$ cat src/rtl/mux_nto1_scan.sv
// Registered N-to-1 channel mux with an auto-scan mode that walks channels
// from a start index to an inclusive end index, with wrap-around and stall.
module mux_nto1_scan #(
  parameter int unsigned WIDTH = 32,
  parameter int unsigned SEL_W = 4
) (
  input  logic                           clk,
  input  logic                           reset_n,
  input  logic [(2**SEL_W)*WIDTH-1:0]    in_bus,
  input  logic [SEL_W-1:0]               sel,
  input  logic [SEL_W-1:0]               last,
  input  logic                           mode,
  input  logic                           en,
  input  logic                           start,
  output logic [WIDTH-1:0]               z,
  output logic [SEL_W-1:0]               z_idx,
  output logic                           z_valid,
  output logic                           busy,
  output logic                           done
);

  localparam int unsigned N = 2 ** SEL_W;

  typedef enum logic {
    S_IDLE = 1'b0,
    S_SCAN = 1'b1
  } state_t;

  state_t             r_state, w_state_nxt;
  logic [SEL_W-1:0]   r_idx, w_idx_nxt;
  logic [SEL_W-1:0]   r_last, w_last_nxt;
  logic [WIDTH-1:0]   r_z, w_z_nxt;
  logic [SEL_W-1:0]   r_z_idx, w_z_idx_nxt;
  logic               r_z_valid, w_z_valid_nxt;
  logic               r_busy, w_busy_nxt;
  logic               r_done, w_done_nxt;

  logic [WIDTH-1:0]   w_ch [N];
  logic [SEL_W-1:0]   w_sel_idx;
  logic [WIDTH-1:0]   w_sel_data;

  // Unpack the flat bus into addressable channels.
  for (genvar g = 0; g < int'(N); g++) begin : g_unpack
    assign w_ch[g] = in_bus[g*WIDTH +: WIDTH];
  end

  // Scan counter drives the mux while scanning; external select otherwise.
  assign w_sel_idx  = (r_state == S_SCAN) ? r_idx : sel;
  assign w_sel_data = w_ch[w_sel_idx];

  always_ff @(posedge clk or negedge reset_n) begin
    if (!reset_n) begin
      r_state   <= S_IDLE;
      r_idx     <= '0;
      r_last    <= '0;
      r_z       <= '0;
      r_z_idx   <= '0;
      r_z_valid <= 1'b0;
      r_busy    <= 1'b0;
      r_done    <= 1'b0;
    end else begin
      r_state   <= w_state_nxt;
      r_idx     <= w_idx_nxt;
      r_last    <= w_last_nxt;
      r_z       <= w_z_nxt;
      r_z_idx   <= w_z_idx_nxt;
      r_z_valid <= w_z_valid_nxt;
      r_busy    <= w_busy_nxt;
      r_done    <= w_done_nxt;
    end
  end

  always_comb begin
    w_state_nxt   = r_state;
    w_idx_nxt     = r_idx;
    w_last_nxt    = r_last;
    w_z_nxt       = r_z;
    w_z_idx_nxt   = r_z_idx;
    w_z_valid_nxt = 1'b0;
    w_busy_nxt    = r_busy;
    w_done_nxt    = 1'b0;

    unique case (r_state)
      S_IDLE: begin
        if (!mode) begin
          if (en) begin
            w_z_nxt       = w_sel_data;
            w_z_idx_nxt   = sel;
            w_z_valid_nxt = 1'b1;
          end
        end else if (start) begin
          w_state_nxt = S_SCAN;
          w_idx_nxt   = sel;
          w_last_nxt  = last;
          w_busy_nxt  = 1'b1;
        end
      end
      S_SCAN: begin
        // en low stalls the walk with z/z_idx held.
        if (en) begin
          w_z_nxt       = w_sel_data;
          w_z_idx_nxt   = r_idx;
          w_z_valid_nxt = 1'b1;
          if (r_idx == r_last) begin
            w_done_nxt  = 1'b1;
            w_busy_nxt  = 1'b0;
            w_state_nxt = S_IDLE;
          end else begin
            w_idx_nxt = SEL_W'(r_idx + SEL_W'(1));
          end
        end
      end
      default: w_state_nxt = S_IDLE;
    endcase
  end

  assign z       = r_z;
  assign z_idx   = r_z_idx;
  assign z_valid = r_z_valid;
  assign busy    = r_busy;
  assign done    = r_done;

endmodule

$ cat config.mk
export PLATFORM = sky130hd
export DESIGN_NAME = mux_nto1_scan
export DESIGN_NICKNAME = d
export VERILOG_FILES = /design/src/rtl/mux_nto1_scan.sv
export SDC_FILE = /design/constraint.sdc
export NUM_CORES = 1
export LEC_CHECK = 0
export ABC_CLOCK_PERIOD_IN_PS = 3150
export CORE_AREA = 8 8 213 215
export CTS_BUF_LIST = sky130_fd_sc_hd__clkbuf_8
export DETAILED_ROUTE_END_ITERATION = 10
export DIE_AREA = 0 0 221 223
export DONT_BUFFER_PORTS = 1
export GPL_TIMING_DRIVEN = 0
export PLACE_DENSITY = 0.3
export SLEW_MARGIN = 40
export SYNTH_ARGS = -nofsm -noshare
export SYNTH_HDL_FRONTEND = slang
export SYNTH_SLANG_ARGS = --single-unit
$ cat constraint.sdc
create_clock -name clk -period 3.15 [get_ports clk]
set_input_delay 0.315 -clock clk [delete_from_list [all_inputs] [get_ports clk]]
set_output_delay 0.315 -clock clk [all_outputs]
set_load 0.02 [all_outputs]
Yosys cells after proc, flatten, opt, wreduce, memory -nomap -nowiden. Cells that the tools add are included.

Add/sub/neg operators: 1. Bitwise gates (word level): 2. Muxes and demuxes: 32. Equality and inequality tests: 8. $lt $le $gt $ge: 1. Reductions and logical operators: 4.

Operators with widths (number): $bmux 32 s4 (1); $mux 32 (4); $pmux 32 s2 (1); $mux 4 (8); $pmux 4 s2 (2); $mux 1 (13); $ne 2x2->1 const B (6); $reduce_and 4->1 (2); $pmux 1 s2 (3); $reduce_and 3->1 (2); $ge 5x5->1 const B (1); $not 4->5 (1); $add 4x1->4 const B (1); $eq 4x4->1 (1); $ne 2x1->1 const B (1); $not 1->1 (1).

Word-level logic and storage cells: 56. Bits in registers: 48. Input port bits: 525. Output and inout port bits: 39.

Depth between registers and ports, before layout.
Depth after elaboration: 8. Mapped depth: 9. Gate-level depth less buffers: 5.

Least setup slack after synthesis. Ideal clock, no wire load.

Path type: reg-to-reg. Start: register r_idx[0]. End: register r_z[3] (netlist: z[3]). Data arrival time: 1.862 ns. Clock period less this slack: 1.992 ns. Stages on the path, launching flop included: 7. Library setup time: 0.129 ns. Buffers on the path: 2. Data required time: 3.021 ns. Slack: 1.158 ns. Cell sequence: dfrtp_1 > buf_2 > mux2i_2 > buf_4 > mux4_2 > o2111ai_1 > nand3_1.

Cells in the longest elaborated chain, start to end: 8.

RTL lines: start, declared (line 30) `logic [SEL_W-1:0] r_idx, w_idx_nxt;`; start signal, assigned (line 63) `r_idx <= w_idx_nxt;`; $mux 4 (*) (line 48) `assign w_sel_idx = (r_state == S_SCAN) ? r_idx : sel;`; $not 4->5 (not written as such) (*) (line 49) `assign w_sel_data = w_ch[w_sel_idx];`; $bmux 32 s4 (*) (line 49); $mux 32 (not written as such) (*) (2 in series) (line 49); $mux 32 (*) (line 86, 100); $mux 32 (line 85) `if (!mode) begin`; $pmux 32 s2 (*) (line 83) `unique case (r_state)`; end signal, assigned (line 65) `r_z <= w_z_nxt;`; end, declared (line 32) `logic [WIDTH-1:0] r_z, w_z_nxt;`.

Mark *: on every way between the ends. The rest lies on a longest branch, timed or not. The select of a mux whose other input is x is not followed. A chain may end at the register's enable or synchronous reset.

Final worst setup path.
Start: register r_state. End: register r_z[5] (netlist: z[5]).

Cells in the longest elaborated chain, start to end: 8. Elaborated cells on any way between the ends: 10. Classes of those cells: eq/ne: 1; mux: 7; bitwise: 2.

RTL lines: start, declared (line 29) `state_t r_state, w_state_nxt;`; start signal, assigned (line 62) `r_state <= w_state_nxt;`; $mux 4 (line 48); $not 4->5 (not written as such) (line 49); $bmux 32 s4 (line 49); $mux 32 (not written as such) (2 in series) (line 49); $mux 32 (line 86, 100); $mux 32 (line 85); $pmux 32 s2 (line 83).

Several ways; a longest one is shown, not always the timed one. The select of a mux whose other input is x is not followed.

==> results.toml <==
[timing]
slew_viol_final = 0
tightest_slew_ns = 0.830
rsz0062_at_grt = "no"
setup_viol = 0
slew_headroom_pct = 44.7
fin_skew_ns = 0.0179
fin_crit_sh_pct = 92.2
finalHoldViolations = 0
final.setup.tns_ns = 0
setup_slack_ns = 0.245
fin_crit_ns = 2.90
fmax_mhz = 344

[power_and_ir_drop]
p_leak_nw = 2.88
peakVddDrop_mv = 0.306
power_density_nw_per_um2 = 1240
p_total_mw = 8.93

[logic_synthesis]
synthesis.area_um2 = 6310
yosys.area_share.xor_xnor_pct = 0.555
yosys.area_share.simple_pct = 41.8
ys_ff_latch = 48
synth_warnings = 0
synthAdderAreaFrac_pct = 0.198
synth_seq_area_share_pct = 19.0
yosysUniqueCellTypes = 42
synth_top_area_share_pct = 23.6
syn_area_per_cell_um2 = 6.52
synthMuxAreaShare_pct = 17.9
synth_top_family_by_area = "simple AND/OR/NAND/NOR gates"
yosys-top-cells-area = "nand2_1, dfrtp_1, nand3_1, mux2i_1, mux4_2"
synthCells = 968
synth_top_area_cell = "nand2_1"
syn_nets = 1494
synth_compound_area_share_pct = 13.2

[global_route]
antenna_found_initial = 7
grt-ovfl-total = 0
grt_pass1_vias = 8103
grt_max_degree = 49
grtUsageTotal_pct = 20.7
grt_pass1_wl_um = 71000

[critical_path]
cpPeakStageDelay_ns = 0.51
worst-path-buf-inv = 4
required_ns = 3.44
critPathLaunchType = "register"
path_class = "register to register"
cp_common_cell = "buf_2"
cp_top_family = "buffers and inverters"
setup.worst_path.end_class = "register"
arrival_ns = 3.19
crit_path_top_delay_cell = "buf_2"
path_max_fanout = 10
crit_chain = "buf_6 > buf_2 > a21boi_1 > buf_2 > buf_4 > mux2i_1 > o2111ai_1 > o211ai_1"

[detailed_routing]
post_drt_wl_per_cell_um = 35.0
vias = 7548
drt_pre_antenna_iters = 5
routed_via_density = 4.95
finalWirelength_um = 53400
drc = 0
antenna_left = 0
dr.first_iter.drc_count = 470

[clocking]
clk_path_buf_depth = 2
cts_tree = "done"
clock_sinks = 48
cts_resized = 0
clockRootBuffer = "clkbuf_8"
cts_inserted_buffers = 5
h-tree-depth = 2
post_cts_buffers = 0
clkLatencyLatePin_ns = 0.38
clk_pin_slew_ns = 0.12

[floorplanning]
die_h_um = 223
coreArea_um2 = 42300
ios = 564
rows = 76
die_area_um2 = 49300
initial_core_util_pct = 14.9
die_x_um = 221

[final_layout]
drive_above_1_share_pct = 10.2
fill_cells = 4966
multi_input_area_um2 = 4670
area_delta_synth_final_pct = 13.7
seqCellArea_um2 = 1200
final_nets = 1503

[placement]
pre_cts_slack_ns = 0.136
place_congestion = 0.819
dp_hpwl_um = 45600
port_buffers = 0

[run_status]
outcome = "finished clean"

[run]
max_cap_viol_count = 0

[worst_hold_path]
hp-class = "primary input to register"
## layout make-up
class / instances / area share [%]
antenna: 2 / 0.0697
buffer: 87 / 6.28
timing repair buffer: 2 / 0.523
clock inverter: 3 / 0.645
sequential: 48 / 16.7
inverter: 5 / 0.261
tap: 546 / 9.52
multi-input combinational: 828 / 65.0
clock buffer: 5 / 0.959
## metal layers
| layer | vias to the layer above | GRT usage, % | routed length, um |
|---|---|---|---|
| met1 | 3702 | 23.5 | 21300 |
| met4 | 6 | 3.49 | 584 |
| met3 | 28 | 5.99 | 3780 |
| met2 | 384 | 38.5 | 27700 |
| met5 | - | 0 | 47 |
| li1 | 3428 | - | - |
## kinds of logic after synthesis
group	Yosys count
XOR/XNOR	4
flip-flops	48
multiplexers	84
buffers and inverters	92
AND/OR/NAND/NOR	625
AO/OA/AOI/OAI	114
adder cells (fa/ha/maj)	1
## sequential cells by signal, summed over array words and instances (netlist names)
signal / cells
busy: 1
z_idx: 4
z_valid: 1
r_state: 1
r_idx: 4
z: 32
r_last: 4
done: 1
## repair_timing
| item | 4_1_cts | 5_1_grt |
|---|---|---|
| hold endpoints to repair | 48 | 0 |
| hold buffers | 2 | 0 |
| setup endpoints to repair | 0 | 0 |
## report_power, final
| part | switching [mW] | total, mW | internal (mW) |
|---|---|---|---|
| Clock | 0.311 | 0.551 | 0.240 |
| Sequential | 0.623 | 1.54 | 0.918 |
| Combinational | 4.76 | 6.84 | 2.09 |
| Total | 5.69 | 8.93 | 3.24 |
## path summary, 6_finish.rpt
path	startpoint	endpoint	slack (ns)	depth (start not counted)
min	last[1]	r_last[1]$_DFFE_PN0P_	0.07	1
min reg2reg	r_last[1]$_DFFE_PN0P_	r_last[1]$_DFFE_PN0P_	0.54	1
max reg2reg	r_state$_DFF_PN0_	z[5]$_DFFE_PN0P_	0.25	8
max	r_state$_DFF_PN0_	z[5]$_DFFE_PN0P_	0.25	8
max in group asynchronous	reset_n	z[8]$_DFFE_PN0P_	2.42	2
min in group asynchronous	reset_n	r_state$_DFF_PN0_	0.41	2
## through the flow
step / utilization, % / cell area (um2) / cells / hold slack [ns]
after CTS: 16.9 / 7170 / 1524 / 0.0262
after floorplan: - / 6310 / 968 / 0.0194
after detailed placement: 16.6 / 7020 / 1514 / 0.0211
after global placement: 16.5 / 6990 / 1514 / 0.0211
final: 17.0 / 7180 / 1526 / 0.0727
after global routing: 17.0 / 7180 / 1525 / 0.0376
## synth_stat cells
library cell	instances
nor2b_1	1
mux2i_4	1
buf_4	17
nand3_2	1
nand2_1	397
a21boi_1	1
o22ai_1	2
o21ai_1	1
a32o_1	2
mux4_2	21
a31oi_1	2
o21a_1	1
ha_1	1
inv_1	5
and4_1	1
xor2_1	4
o211ai_1	25
mux2i_2	1
o2111ai_1	39
or3_1	1
buf_6	2
clkbuf_1	30
mux2_4	1
nor2_1	8
buf_1	10
dfrtp_1	48
buf_2	28
o21ai_0	4
mux2_2	6
a21o_1	3
a31o_2	1
nor3_1	2
and2_1	1
a21oi_1	28
o32ai_2	1
nand2b_1	2
nand3_1	210
o31ai_1	1
mux2i_1	54
a22oi_1	2
nor4_1	1
o32ai_1	1
## cell usage in the layout, fill, tap and decap left out, types with 17 or more instances in the layout
master	n
nand2_1	397
o2111ai_1	39
a21oi_1	28
mux4_2	21
clkbuf_1	23
o211ai_1	25
dfrtp_1	48
buf_2	29
nand3_1	210
mux2i_1	54
buf_4	17
Note: power is estimated with default switching activity, not from simulation.
==> edit 1 (same settings) <==
The parameter `WIDTH` goes from 32 to 16.
--- a/src/rtl/mux_nto1_scan.sv
+++ b/src/rtl/mux_nto1_scan.sv
@@ -1,7 +1,7 @@
 // Registered N-to-1 channel mux with an auto-scan mode that walks channels
 // from a start index to an inclusive end index, with wrap-around and stall.
 module mux_nto1_scan #(
-  parameter int unsigned WIDTH = 32,
+  parameter int unsigned WIDTH = 16,
   parameter int unsigned SEL_W = 4
 ) (
   input  logic                           clk,
Interface: changed (resized in_bus and z); port bits go from 564 to 292. No check against the original RTL was run, so the function may have changed too.
==> edit 1 against the unedited design <==
Clock skew fell by 2.4 ps; synthesized area fell by 43%; via count down 50%; synthesized cell count down 52%; power decreased by 42%; die area unchanged; final area fell by 38%; sequential cell count down 16; wire length fell by 47%; clock power decreased by 12%; setup slack better by 210 ps; global-route usage is 9.4 points lower; final cell count down 33%.
==> edit 1: results (changes against the unedited design) <==
- Worst clock skew: 15.4 ps (was 17.9 ps)
- Total number of vias: 3,764 (was 7,548)
- Hold path start: last[3] (was last[1])
- GRT Util Overall: 0.113 (was 0.207)
- Initial DRC Count: 185 (was 470)
- Per-cell routed wire length: 28.0 um (was 35.0 um)
- Dpl cell area: 4300 um2 (was 7020 um2)
- Non-filler cells, final: 1,018 (was 1,526)
- Routed length on met3: 1.77 mm (was 3.78 mm)
- Layout fillers: 4,916 (was 4,966)
- GP Congestion: 0.667 (was 0.819)
- Clock latency on the worst-skew pair: 360 ps (was 380 ps)
- Antenna Cells: 0 (was 2)
- Met1 wire length: 12.7 mm (was 21.3 mm)
- Seq/Total Area, Yosys: 0.224 (was 0.190)
- Arrival time at the worst endpoint: 2930 ps (was 3190 ps)
- Reg clk slew, reported paths: 100 ps (was 120 ps)
- Post-Syn Area per Cell: 7.77 um2 (was 6.52 um2)
- Pin count of the biggest net entering global routing: 33 (was 49)
- Vias in the first global route: 4,290 (was 8,103)
- Layout cell share with drive strength beyond 1: 0.136 (was 0.102)
- Nets: 741 (was 1,503)
- Top cells by count, synth: nand2_1, nand3_1, mux2i_1 (unchanged)
- CP peak stage delay: 580 ps (was 510 ps)
- Place WS: 387 ps (was 136 ps)
- Initial antenna violation count: 0 (was 7)
- Global Route met2 Usage: 0.190 (was 0.385)
- Status: finished, final reports clean (unchanged)
- Slew @ Worst Pin: 833 ps (was 830 ps)
- First-pass GRT wire length: 37.7 mm (was 71.0 mm)
==> edit 1: cell count changes after synthesis, moves of 16 or more <==
cell and delta:
nand2_1 -243, nand3_1 -129, clkbuf_1 -18, a21oi_1 -22, o211ai_1 -25, dfrtp_1 -16
==> edit 1: power by group through the flow <==
stage                     Clock [mW]  Sequential [mW]  Combinational, mW
after CTS                      0.519            0.978               3.93
final                          0.483            0.958               3.73
after detailed placement           0            0.984               3.91
after floorplan                    0            0.886               2.23
after global routing           0.526            0.989               4.11
after global placement             0            0.983               3.85
==> edit 1: worst paths after layout <==
kind | slack [ps] | to
min reg2reg | 540 | r_last[3]
max | 450 | z[4]
max in group asynchronous | 2460 | z[11]
min | 120 | r_last[3]
max reg2reg | 450 | z[4]
min in group asynchronous | 470 | z_idx[2]
==> edit 1: repair_timing <==
| action | CTS | global route |
|---|---|---|
| setup endpoints to repair | 0 | 0 |
| endpoints found under the hold margin | 32 | 0 |
| hold buffers | 2 | 0 |
==> edit 1: area by class of cell <==
class / instances / area [um2] / area share
plain buffers: 42 / 260 / 0.0585
multi-input cells: 383 / 2530 / 0.568
clock inverters: 3 / 42.5 / 0.00957
inverters: 4 / 15.0 / 0.00338
clock buffers: 5 / 68.8 / 0.0155
well taps: 546 / 683 / 0.154
repair buffers: 3 / 48.8 / 0.0110
flip-flops and latches: 32 / 801 / 0.180
==> edit 1: logic make-up (layout without fill, tap and decap cells) <==
| kind of cell | after synthesis | in the layout | share of synthesized area |
|---|---|---|---|
| xor+xnor | 4 | 4 | 0.00978 |
| fa+ha+maj | 1 | 1 | 0.00349 |
| mux | 72 | 72 | 0.270 |
| flops | 32 | 32 | 0.224 |
| compound gates | 56 | 56 | 0.122 |
| buf+inv | 46 | 57 | 0.0744 |
| simple gates | 250 | 250 | 0.296 |
==> edit 2 (same settings) <==
Made on the original files. Take the reset off `r_z` and load it in a clocked block of its own.
--- a/src/rtl/mux_nto1_scan.sv
+++ b/src/rtl/mux_nto1_scan.sv
@@ -53,7 +53,6 @@
       r_state   <= S_IDLE;
       r_idx     <= '0;
       r_last    <= '0;
-      r_z       <= '0;
       r_z_idx   <= '0;
       r_z_valid <= 1'b0;
       r_busy    <= 1'b0;
@@ -62,12 +61,15 @@
       r_state   <= w_state_nxt;
       r_idx     <= w_idx_nxt;
       r_last    <= w_last_nxt;
-      r_z       <= w_z_nxt;
       r_z_idx   <= w_z_idx_nxt;
       r_z_valid <= w_z_valid_nxt;
       r_busy    <= w_busy_nxt;
       r_done    <= w_done_nxt;
     end
+  end
+
+  always_ff @(posedge clk) begin
+    r_z <= w_z_nxt;
   end
 
   always_comb begin
Function: changed (Yosys sat finds a counterexample within 4 cycles, from zero or initial values and one cycle with reset_n low).
==> edit 2 against the unedited design <==
Via count is 24% lower; clock skew is 8.6 ps higher; sequential share of layout area is 3.6 points higher; sequential cell count stayed put; critical endpoint is now z[30]; worst hold slack worse by 26 ps; clock power is 1% lower; final area is 6.6% lower; wire length is 20% lower; utilization is 1.1 points lower; setup slack worse by 92 ps; synthesized area is 8.5% lower; sequential power is 13% higher; power is 12% lower; die area stayed put.
==> edit 2: results (changes against the unedited design) <==
- First-pass GRT wire length: 56.3 mm (was 71.0 mm)
- Inverter count: 7 (was 5)
- R2r endpoint: z[30] (was z[5])
- Clk cell area share: 0.0170 (was 0.0160)
- Leakage power: 3.08 nW (was 2.88 nW)
- Arrival time at the worst endpoint: 3070 ps (was 3190 ps)
- Hold path start: last[0] (was last[1])
- Met3 Use GR: 0.0441 (was 0.0599)
- Synth Area in Compound Gates: 0.163 (was 0.132)
- Per-cell routed wire length: 36.6 um (was 35.0 um)
- Met1 wire length: 16.2 mm (was 21.3 mm)
- GRT Util Overall: 0.163 (was 0.207)
- DR top layer: met4 (was met5)
- Global Route met2 Usage: 0.305 (was 0.385)
- Register area: 1360 um2 (was 1200 um2)
- Main synth FF type: edfxtp_1 (was dfrtp_1)
- Slew @ Worst Pin: 812 ps (was 830 ps)
- Comb_multi_in: 494 (was 828)
- CP endpoint: z[30] (was z[5])
- Met2 WL: 22.3 mm (was 27.7 mm)
- Hold Crit Endpoint: r_last[0] (was r_last[1])
- Clk power: 543 uW (was 551 uW)
- Pin count of the biggest net entering global routing: 22 (was 49)
- Layout fillers: 4,775 (was 4,966)
- Seq/Total Area, Yosys: 0.236 (was 0.190)
- Place WS: -441 ps (was 136 ps)
- Mux cell area share after synthesis: 0.454 (was 0.179)
- Antenna Cells: 5 (was 2)
- Number of flip-flops and latches: 48 (unchanged)
- Slowest-stage cell, CP: or4_1 (was buf_2)
- Status: finished, final reports clean (unchanged)
- Design area: 6710 um2 (was 7180 um2)
-- edit 2: changes by cell type after synthesis, moves of 39 or more --
| cell | unedited run | this run |
|---|---|---|
| nand2_1 | 397 | 22 |
| mux2i_1 | 54 | 261 |
| nand3_1 | 210 | 3 |
| o22ai_1 | 2 | 131 |
| o2111ai_1 | 39 | 0 |
-- edit 2: timing repair --
item,CTS,global route
hold endpoints to repair,18,16
hold buffers,3,1
endpoints found under the setup margin,32,2
gates resized for setup,11,5
-- edit 2: cell families (layout without fill, tap and decap cells) --
kind of cell / after synthesis / in the layout
muxes: 262 / 262
AOI/OAI and AO/OA: 151 / 151
and+or+nand+nor: 76 / 76
buffers and inverters: 66 / 79
DFF: 48 / 48
xor gates and xnor gates: 4 / 4
adders and majority gates: 1 / 1
other: 0 / 5
-- edit 2: worst max-delay path, delay by kind of cell (launching register included) --
kind	cells	cell delay (ps)
compound gates	1	160
flops	1	350
mux	2	790
buf+inv	3	790
simple gates	1	580
